### config.mk
export PLATFORM = sky130hd
export DESIGN_NAME = gamma_lut_ctrl
export DESIGN_NICKNAME = d
export VERILOG_FILES = /design/src/rtl/gamma_pkg.sv /design/src/rtl/gamma_lut_dpram.sv /design/src/rtl/gamma_lut_ctrl.sv
export SDC_FILE = /design/constraint.sdc
export NUM_CORES = 2
export LEC_CHECK = 0
export BUFFER_PORTS_ARGS = -buffer_cell sky130_fd_sc_hd__buf_2
export CAP_MARGIN = 30
export CORE_MARGIN = 2
export CORE_UTILIZATION = 60
export DETAILED_ROUTE_END_ITERATION = 10
export PLACE_DENSITY = 0.76
export SYNTH_ARGS = -nofsm -noshare
export SYNTH_HDL_FRONTEND = slang
export SYNTH_SLANG_ARGS = --single-unit
### constraint.sdc
create_clock -name Pre_clk -period 34.9 [get_ports Pre_clk]
set_clock_uncertainty 0.2 [all_clocks]
set_input_delay 1.745 -clock Pre_clk [delete_from_list [all_inputs] [get_ports Pre_clk]]
set_output_delay 1.745 -clock Pre_clk [all_outputs]
set_load 0.1 [all_outputs]
### src/rtl/gamma_pkg.sv
// Shared types and defaults for the run-time programmable gamma LUT stage.
// One table bank is read by video while the other is loaded by the config master.
package gamma_pkg;

  localparam int DATA_W_DEF = 8;
  localparam bit VS_POL_DEF = 1'b1;

  typedef enum logic [1:0] {
    INIT = 2'd0,
    LOAD = 2'd1,
    PEND = 2'd2
  } state_e;

  // Identity entry for a flat table address {bank, index}: the value is the index.
  function automatic logic [DATA_W_DEF-1:0] identity_entry(input logic [DATA_W_DEF:0] flat_addr);
    return flat_addr[DATA_W_DEF-1:0];
  endfunction

endpackage

### src/rtl/gamma_lut_dpram.sv
// Simple dual-port table RAM holding both LUT banks, addressed {bank, index}.
// One write port, one registered read port, written to map onto block RAM.
module gamma_lut_dpram
  import gamma_pkg::*;
#(
  parameter int DATA_W = DATA_W_DEF
) (
  input  logic              Pre_clk,
  input  logic              we,
  input  logic [DATA_W:0]   waddr,
  input  logic [DATA_W-1:0] wdata,
  input  logic [DATA_W:0]   raddr,
  output logic [DATA_W-1:0] rdata
);

  localparam int DEPTH = 2 ** (DATA_W + 1);

  logic [DATA_W-1:0] mem [DEPTH];

  always_ff @(posedge Pre_clk) begin
    if (we) begin
      mem[waddr] <= wdata;
    end
    rdata <= mem[raddr];
  end

endmodule

### src/rtl/gamma_lut_ctrl.sv
// Double-buffered gamma LUT for one colour channel: identity init, shadow-bank load,
// and a bank swap committed only at frame start so the picture never tears.
module gamma_lut_ctrl
  import gamma_pkg::*;
#(
  parameter int DATA_W = DATA_W_DEF,
  parameter bit VS_POL = VS_POL_DEF
) (
  input  logic              Pre_clk,
  input  logic              Pre_Rst,
  input  logic [DATA_W-1:0] Pre_Data,
  input  logic              Pre_DE,
  input  logic              Pre_Vsync,
  input  logic              Pre_Hsync,
  output logic [DATA_W-1:0] Post_Data,
  output logic              Post_DE,
  output logic              Post_Vsync,
  output logic              Post_Hsync,
  input  logic              Cfg_Valid,
  output logic              Cfg_Ready,
  input  logic [DATA_W-1:0] Cfg_Addr,
  input  logic [DATA_W-1:0] Cfg_Data,
  input  logic              Cfg_Last,
  input  logic              Bypass,
  output logic              Active_Bank,
  output logic              Swap_Pending
);

  state_e            state_q;
  state_e            state_d;
  logic [DATA_W:0]   init_cnt_q;
  logic              init_last;
  logic              cfg_fire;
  logic              frame_start;
  logic              bypass_q;

  logic              ram_we;
  logic [DATA_W:0]   ram_waddr;
  logic [DATA_W-1:0] ram_wdata;
  logic [DATA_W-1:0] lut_p1;

  logic [DATA_W-1:0] data_p1;
  logic              vld_p1;
  logic              vs_p1;
  logic              hs_p1;
  logic              vs_prev;

  // Blanking forces zero; bypass passes the delayed raw pixel; otherwise the table value.
  function automatic logic [DATA_W-1:0] sel_pixel(
    input logic              de,
    input logic              byp,
    input logic [DATA_W-1:0] raw,
    input logic [DATA_W-1:0] lut
  );
    if (!de) begin
      return '0;
    end else if (byp) begin
      return raw;
    end else begin
      return lut;
    end
  endfunction

  assign init_last   = (init_cnt_q == {(DATA_W + 1){1'b1}});
  assign cfg_fire    = Cfg_Valid && Cfg_Ready;
  assign frame_start = (vs_p1 == VS_POL) && (vs_prev != VS_POL);

  always_ff @(posedge Pre_clk) begin
    if (Pre_Rst) begin
      state_q <= INIT;
    end else begin
      state_q <= state_d;
    end
  end

  always_comb begin
    state_d = state_q;
    case (state_q)
      INIT:    if (init_last) state_d = LOAD;
      LOAD:    if (cfg_fire && Cfg_Last) state_d = PEND;
      PEND:    if (frame_start) state_d = LOAD;
      default: state_d = INIT;
    endcase
  end

  // INIT sweeps the flat {bank, index} space once, so both banks get identity.
  always_comb begin
    Cfg_Ready    = 1'b0;
    Swap_Pending = 1'b0;
    ram_we       = 1'b0;
    ram_waddr    = init_cnt_q;
    ram_wdata    = identity_entry(init_cnt_q);
    case (state_q)
      INIT: begin
        ram_we = 1'b1;
      end
      LOAD: begin
        Cfg_Ready = 1'b1;
        ram_we    = cfg_fire;
        ram_waddr = {~Active_Bank, Cfg_Addr};
        ram_wdata = Cfg_Data;
      end
      PEND: begin
        Swap_Pending = 1'b1;
      end
      default: begin
        ram_we = 1'b0;
      end
    endcase
  end

  always_ff @(posedge Pre_clk) begin
    if (Pre_Rst) begin
      init_cnt_q <= '0;
    end else if (state_q == INIT) begin
      init_cnt_q <= init_cnt_q + 1'b1;
    end
  end

  // Frame start during INIT is ignored; in LOAD only the bypass choice is refreshed.
  always_ff @(posedge Pre_clk) begin
    if (Pre_Rst) begin
      Active_Bank <= 1'b0;
      bypass_q    <= 1'b0;
    end else if (frame_start && (state_q != INIT)) begin
      bypass_q <= Bypass;
      if (state_q == PEND) begin
        Active_Bank <= ~Active_Bank;
      end
    end
  end

  gamma_lut_dpram #(
    .DATA_W (DATA_W)
  ) u_lut (
    .Pre_clk (Pre_clk),
    .we      (ram_we),
    .waddr   (ram_waddr),
    .wdata   (ram_wdata),
    .raddr   ({Active_Bank, Pre_Data}),
    .rdata   (lut_p1)
  );

  // Stage p1: table read in flight, raw pixel and syncs held alongside.
  always_ff @(posedge Pre_clk) begin
    data_p1 <= Pre_Data;
  end

  always_ff @(posedge Pre_clk) begin
    if (Pre_Rst) begin
      vld_p1  <= 1'b0;
      hs_p1   <= 1'b0;
      vs_p1   <= ~VS_POL;
      vs_prev <= ~VS_POL;
    end else begin
      vld_p1  <= Pre_DE;
      hs_p1   <= Pre_Hsync;
      vs_p1   <= Pre_Vsync;
      vs_prev <= vs_p1;
    end
  end

  // Stage p2: output register.
  always_ff @(posedge Pre_clk) begin
    if (Pre_Rst) begin
      Post_Data  <= '0;
      Post_DE    <= 1'b0;
      Post_Vsync <= 1'b0;
      Post_Hsync <= 1'b0;
    end else begin
      Post_Data  <= sel_pixel(vld_p1, bypass_q, data_p1, lut_p1);
      Post_DE    <= vld_p1;
      Post_Vsync <= vs_p1;
      Post_Hsync <= hs_p1;
    end
  end

endmodule
# Word level (Yosys, flattened, before mapping)
# Memories as Yosys holds them, arrays and structs flattened. A register that Yosys moved wholly into a read port is not among the register bits.
# Index checks and enable logic that the tools add are counted.
dict set report classes {
  n_bitwise 3
  mux 12
  n_eq_ne 6
  add_sub_neg 1
  n_reduce_logical 9
}
# op n
set op_table {}
lappend op_table {{$mux W8} 2}
lappend op_table {{$add A9 B1 Y9 const B} 1}
lappend op_table {{$eq A9 B9 Y1 const B} 1}
lappend op_table {{$mux W9} 1}
lappend op_table {{$mux W2} 3}
lappend op_table {{$ne A2 B2 Y1 const B} 3}
lappend op_table {{$pmux W2 S3} 1}
lappend op_table {{$logic_and A1 B1 Y1} 4}
lappend op_table {{$mux W1} 4}
lappend op_table {{$not A1 Y1} 3}
lappend op_table {{$reduce_and A3 Y1} 1}
lappend op_table {{$eq A2 B1 Y1 const B} 1}
lappend op_table {{$eq A2 B2 Y1 const B} 1}
lappend op_table {{$logic_not A2 Y1} 1}
lappend op_table {{$pmux W1 S2} 1}
lappend op_table {{$reduce_and A2 Y1} 1}
lappend op_table {{$reduce_bool A2 Y1} 1}
lappend op_table {{$reduce_or A2 Y1} 1}
dict set report word_totals {
  out_inout_bits 14
  register_bits 35
  ramBits 4096
  inputBits 32
  mem_count 1
}
# memory depth word_bits rd rd_ports_with_merged_regs write_ports line
set memory_table {}
lappend memory_table {u_lut.mem 512 8 1 1 1 gamma_lut_dpram.sv:18} ;# logic [DATA_W-1:0] mem [DEPTH];

# Longest topological paths before layout
dict set report logic_depth {
  word_depth 6
  depth_mapped 13
  mapped_depth_nobuf 8
}

# Hierarchy
# A second synthesis with hierarchy kept.
dict set report unflattened {
  hier_cells 8195
  hier_area_um2 161327.2
}
# mod area_per_inst_um2 seq_area_each_um2 n_inst cells_per_inst
set by_module_without_submodules {}
lappend by_module_without_submodules {gamma_lut_dpram 159927.1 123158.1 1 8030}
lappend by_module_without_submodules {gamma_lut_ctrl 1400.1 700.7 1 165}

# Worst setup path before layout
# Ideal clock, no wire load.
dict set report synth_timing {
  path_type {register to register}
  from {reg state_q[1]}
  to {mem u_lut.mem[0][6] (netlist name), data pin}
  synth_period_minus_slack_ps 25650
  path_stages_with_launch 6
  setup_ps 4163
  arrival_ps 21287
  setup_slack_ps 9250
  n_path_buf 2
  cell_sequence {dfxtp_1 nand2b_1 inv_1 clkbuf_1 buf_1 o21ai_0}
}
dict set report synth_via {
  elab_chain_cells 2
}
# element line
set synth_rtl {}
lappend synth_rtl {{start, declared} gamma_lut_ctrl.sv:29} ;# state_e state_q;
lappend synth_rtl {{start signal, assigned} gamma_lut_ctrl.sv:72} ;# state_q <= state_d;
lappend synth_rtl {{$eq A2 B1 Y1} gamma_lut_ctrl.sv:93} ;# case (state_q)
lappend synth_rtl {{$mux W8} gamma_lut_ctrl.sv:93}
lappend synth_rtl {{net ram_wdata[6]} gamma_lut_ctrl.sv:39} ;# logic [DATA_W-1:0] ram_wdata;
lappend synth_rtl {{end, declared} gamma_lut_dpram.sv:18}
# The timed path passes the listed nets, and every way through them passes these cells.

==> impl_results.md <==
- Status: complete, no violations
- Ys async rst share: 0%
- Hold_sp: hs_p1
- Wire length per cell: 33.4 um
- Cell row count: 190
- Register area share after synthesis: 76.7%
- FF-to-FF path depth: 7
- Synthesized instance count: 8166
- Buf/Inv on CP: 5
- Die Footprint: 273000 um^2
- Crit share post-route: 20.2%
- CTS resizes: 0
- Initial Utilization: 60.3%
- Antenna violations before repair: 23
- Hold WC Path Type: flop to flop
- Total wire length: 404000 um
- Setup violations, final: 0
- Seq cells post-synth: 4139
- Worst R2R End: u_lut.mem[200][2]
- Dpl hpwl: 230000 um
- Max-slew violation count: 0
- P_leak: 57.2 nW
- Post-synth EDFFs: 4096
- Overflow after GRT: 0
- # fillers: 16400
- Clock root buffer: clkbuf_16
- DRC viols: 0
- I/O pin cnt: 46
- RSZ-0062 raised after global routing: no
- Hold path depth: 1
- Ys Warns: 0
- Via density: 6.97
- Min Hold Slack: 265 ps
- WP data required: 35560 ps
- CTS Sinks: 4139
- Fin crit period: 7060 ps
- Chip Height: 523 um
- Area Overhead vs Synth: 9.98%
- Peak Freq: 142 MHz
- Vias: 84500
- Power density over cell area: 56.8 nW/um^2
- Post-synth top flop: edfxtp_1
- GP Congestion: 0.880
- Antenna-violating nets left: 0
- Hold Buf Count CTS: 0
- Reg2reg start: state_q[0]
- Setup TNS Final: 0 ps
- CP arrival: 7730 ps
- CTS tree: built
- Core area: 268000 um^2
- Syn Std Cell Area: 161000 um^2
- Crit-path leading delay family: buffers and inverters
- Nets: 8279
- Clock buffer count from CTS: 394
- Avg Cell Area, Syn: 19.8 um^2
- Initial DRC Count: 12200
- Setup repair bufs after CTS: 0
- Worst R2R Setup Slack: 28890 ps
- Largest net degree at the start of global routing: 232
- Crit-path slowest cell: buf_4
- Critical path class: input port to flop
- CP Max Fanout: 124
- Die X: 523 um
- Cell breakdown of the critical path: buf_12, buf_4, buf_12, buf_4, buf_4, mux2i_1, o221ai_1, o22ai_1, a222oi_1, nand4_1, nand4_1, and3_1
- Vias in the first global route: 83000
- Max Cap Viol: 0
- Reg clk slew, reported paths: 60 ps
- Worst-margin pin slew: 1350 ps
- Worst Setup SP: Pre_Data[0]
- Type of origin of the critical path: input port
- Critical Path End Type: flop
- DR pass1 iterations: 8
- H-tree Lvls: 5
- All-layer global routing usage: 29.4%
- CP max stage delay: 880 ps
- Final hold vios: 0
- Max VDD drop: 0.0513 mV
- Count of distinct cell types in the synthesized netlist: 59
- WHS Endpoint: Post_Hsync
- Share of layout cells above drive strength 1: 16.9%
- First-pass GRT wire length: 582000 um
- Syn Nets: 8200
- Input/output buffers: 45
- Clk_lat worst skew: 910 ps
- Longest Clk Path Bufs: 4
- Slew margin rel.: 10.3%
- Most frequent CP cell: buf_4
[cell families after synthesis]
logic type / share of synthesized area (%)
flip-flops: 76.7
multiplexers: 14.1
AO/OA/AOI/OAI: 4.47
AND/OR/NAND/NOR: 2.66
buffers and inverters: 1.97
XOR/XNOR: 0.0326
adder cells (fa/ha/maj): 0.0155
[state kept, by name, indices dropped and copies added, names as in the netlist]
signal	count
u_lut.mem	4096
init_cnt_q	9
Post_Data	8
data_p1	8
u_lut.rdata	8
state_q	2
Active_Bank	1
Post_DE	1
Post_Hsync	1
Post_Vsync	1
bypass_q	1
hs_p1	1
vld_p1	1
vs_p1	1
[through the flow]
step / util (%) / std cells / total power, mW / setup WS, ps / cell area [um^2]
after global placement: 61.4 / 11400 / 5.97 / 26360 / 164000
after global routing: 66.3 / 12100 / 10.3 / 27560 / 178000
after CTS: 66.2 / 12100 / 10.1 / 27260 / 177000
after floorplan: - / 8166 / 5.86 / 9250 / 161000
final: 66.3 / 12100 / 10.1 / 27840 / 178000
after detailed placement: 61.5 / 11400 / 5.98 / 26310 / 165000
[cells in the final DEF, fill, tap and decap left out, drive strengths merged, types with 17 or more instances in the layout]
cell type,instances
clkbuf,511
mux4,654
nand4,38
edfxtp,4096
nand2,113
o22ai,196
clkinv,152
o221ai,369
nand3,35
a2111oi,17
nor2b,21
bufinv,34
o21ai,147
dfxtp,43
a211oi,19
mux2i,808
inv,18
buf,207
a21oi,199
nor3,65
a22oi,32
nor2,628
[routing by layer]
| metal | up-vias | wire length, um | GRT usage (%) |
|---|---|---|---|
| met4 | 14 | 17600 | 11.5 |
| met2 | 6009 | 191000 | 45.3 |
| li1 | 34100 | - | - |
| met3 | 968 | 50100 | 7.10 |
| met1 | 43500 | 146000 | 41.2 |
| met5 | - | 91 | 0 |
[Yosys cell counts (34+ instances only)]
cell      number  share of area [%]
a21oi_1      199               0.62
buf_1         34              0.079
buf_2         71               0.22
buf_4         57               0.27
buf_6         94               0.66
clkbuf_1     257               0.60
dfxtp_1       43               0.53
edfxtp_1    4096                 76
mux2i_1      808                5.0
mux4_2       654                9.1
nand2_1      113               0.26
nand3_1       35               0.11
nand4_1       38               0.15
nor2_1       628                1.5
nor3_1        64               0.20
o21ai_0      145               0.45
o221ai_1     361                2.0
o22ai_1      196               0.76
[cell type report]
cell class | instances | area [um^2] | share of cell area (%)
clock buffers | 510 | 10600 | 5.97
inverters | 8 | 37.5 | 0.0211
well taps | 3552 | 4440 | 2.50
flip-flops and latches | 4139 | 124000 | 69.8
clock inverters | 207 | 1970 | 1.11
repair buffers | 209 | 1980 | 1.12
diodes | 10 | 25.0 | 0.0141
multi-input cells | 3493 | 34600 | 19.5
[how the worst max path moves through the flow]
stage	end	depth (start not counted)
floorplan	u_lut.mem[0][6]	5
global route	u_lut.rdata[3]	12
CTS	u_lut.rdata[0]	12
finish	u_lut.rdata[3]	12
detailed placement	u_lut.rdata[2]	12
global placement	u_lut.rdata[3]	12
[where the power goes]
group | internal (mW) | total, mW | switching [mW]
sequential | 5.43 | 5.44 | 0.00515
combinational | 0.147 | 0.443 | 0.296
clock | 2.39 | 4.20 | 1.81
(Power assumes the default switching activity.)
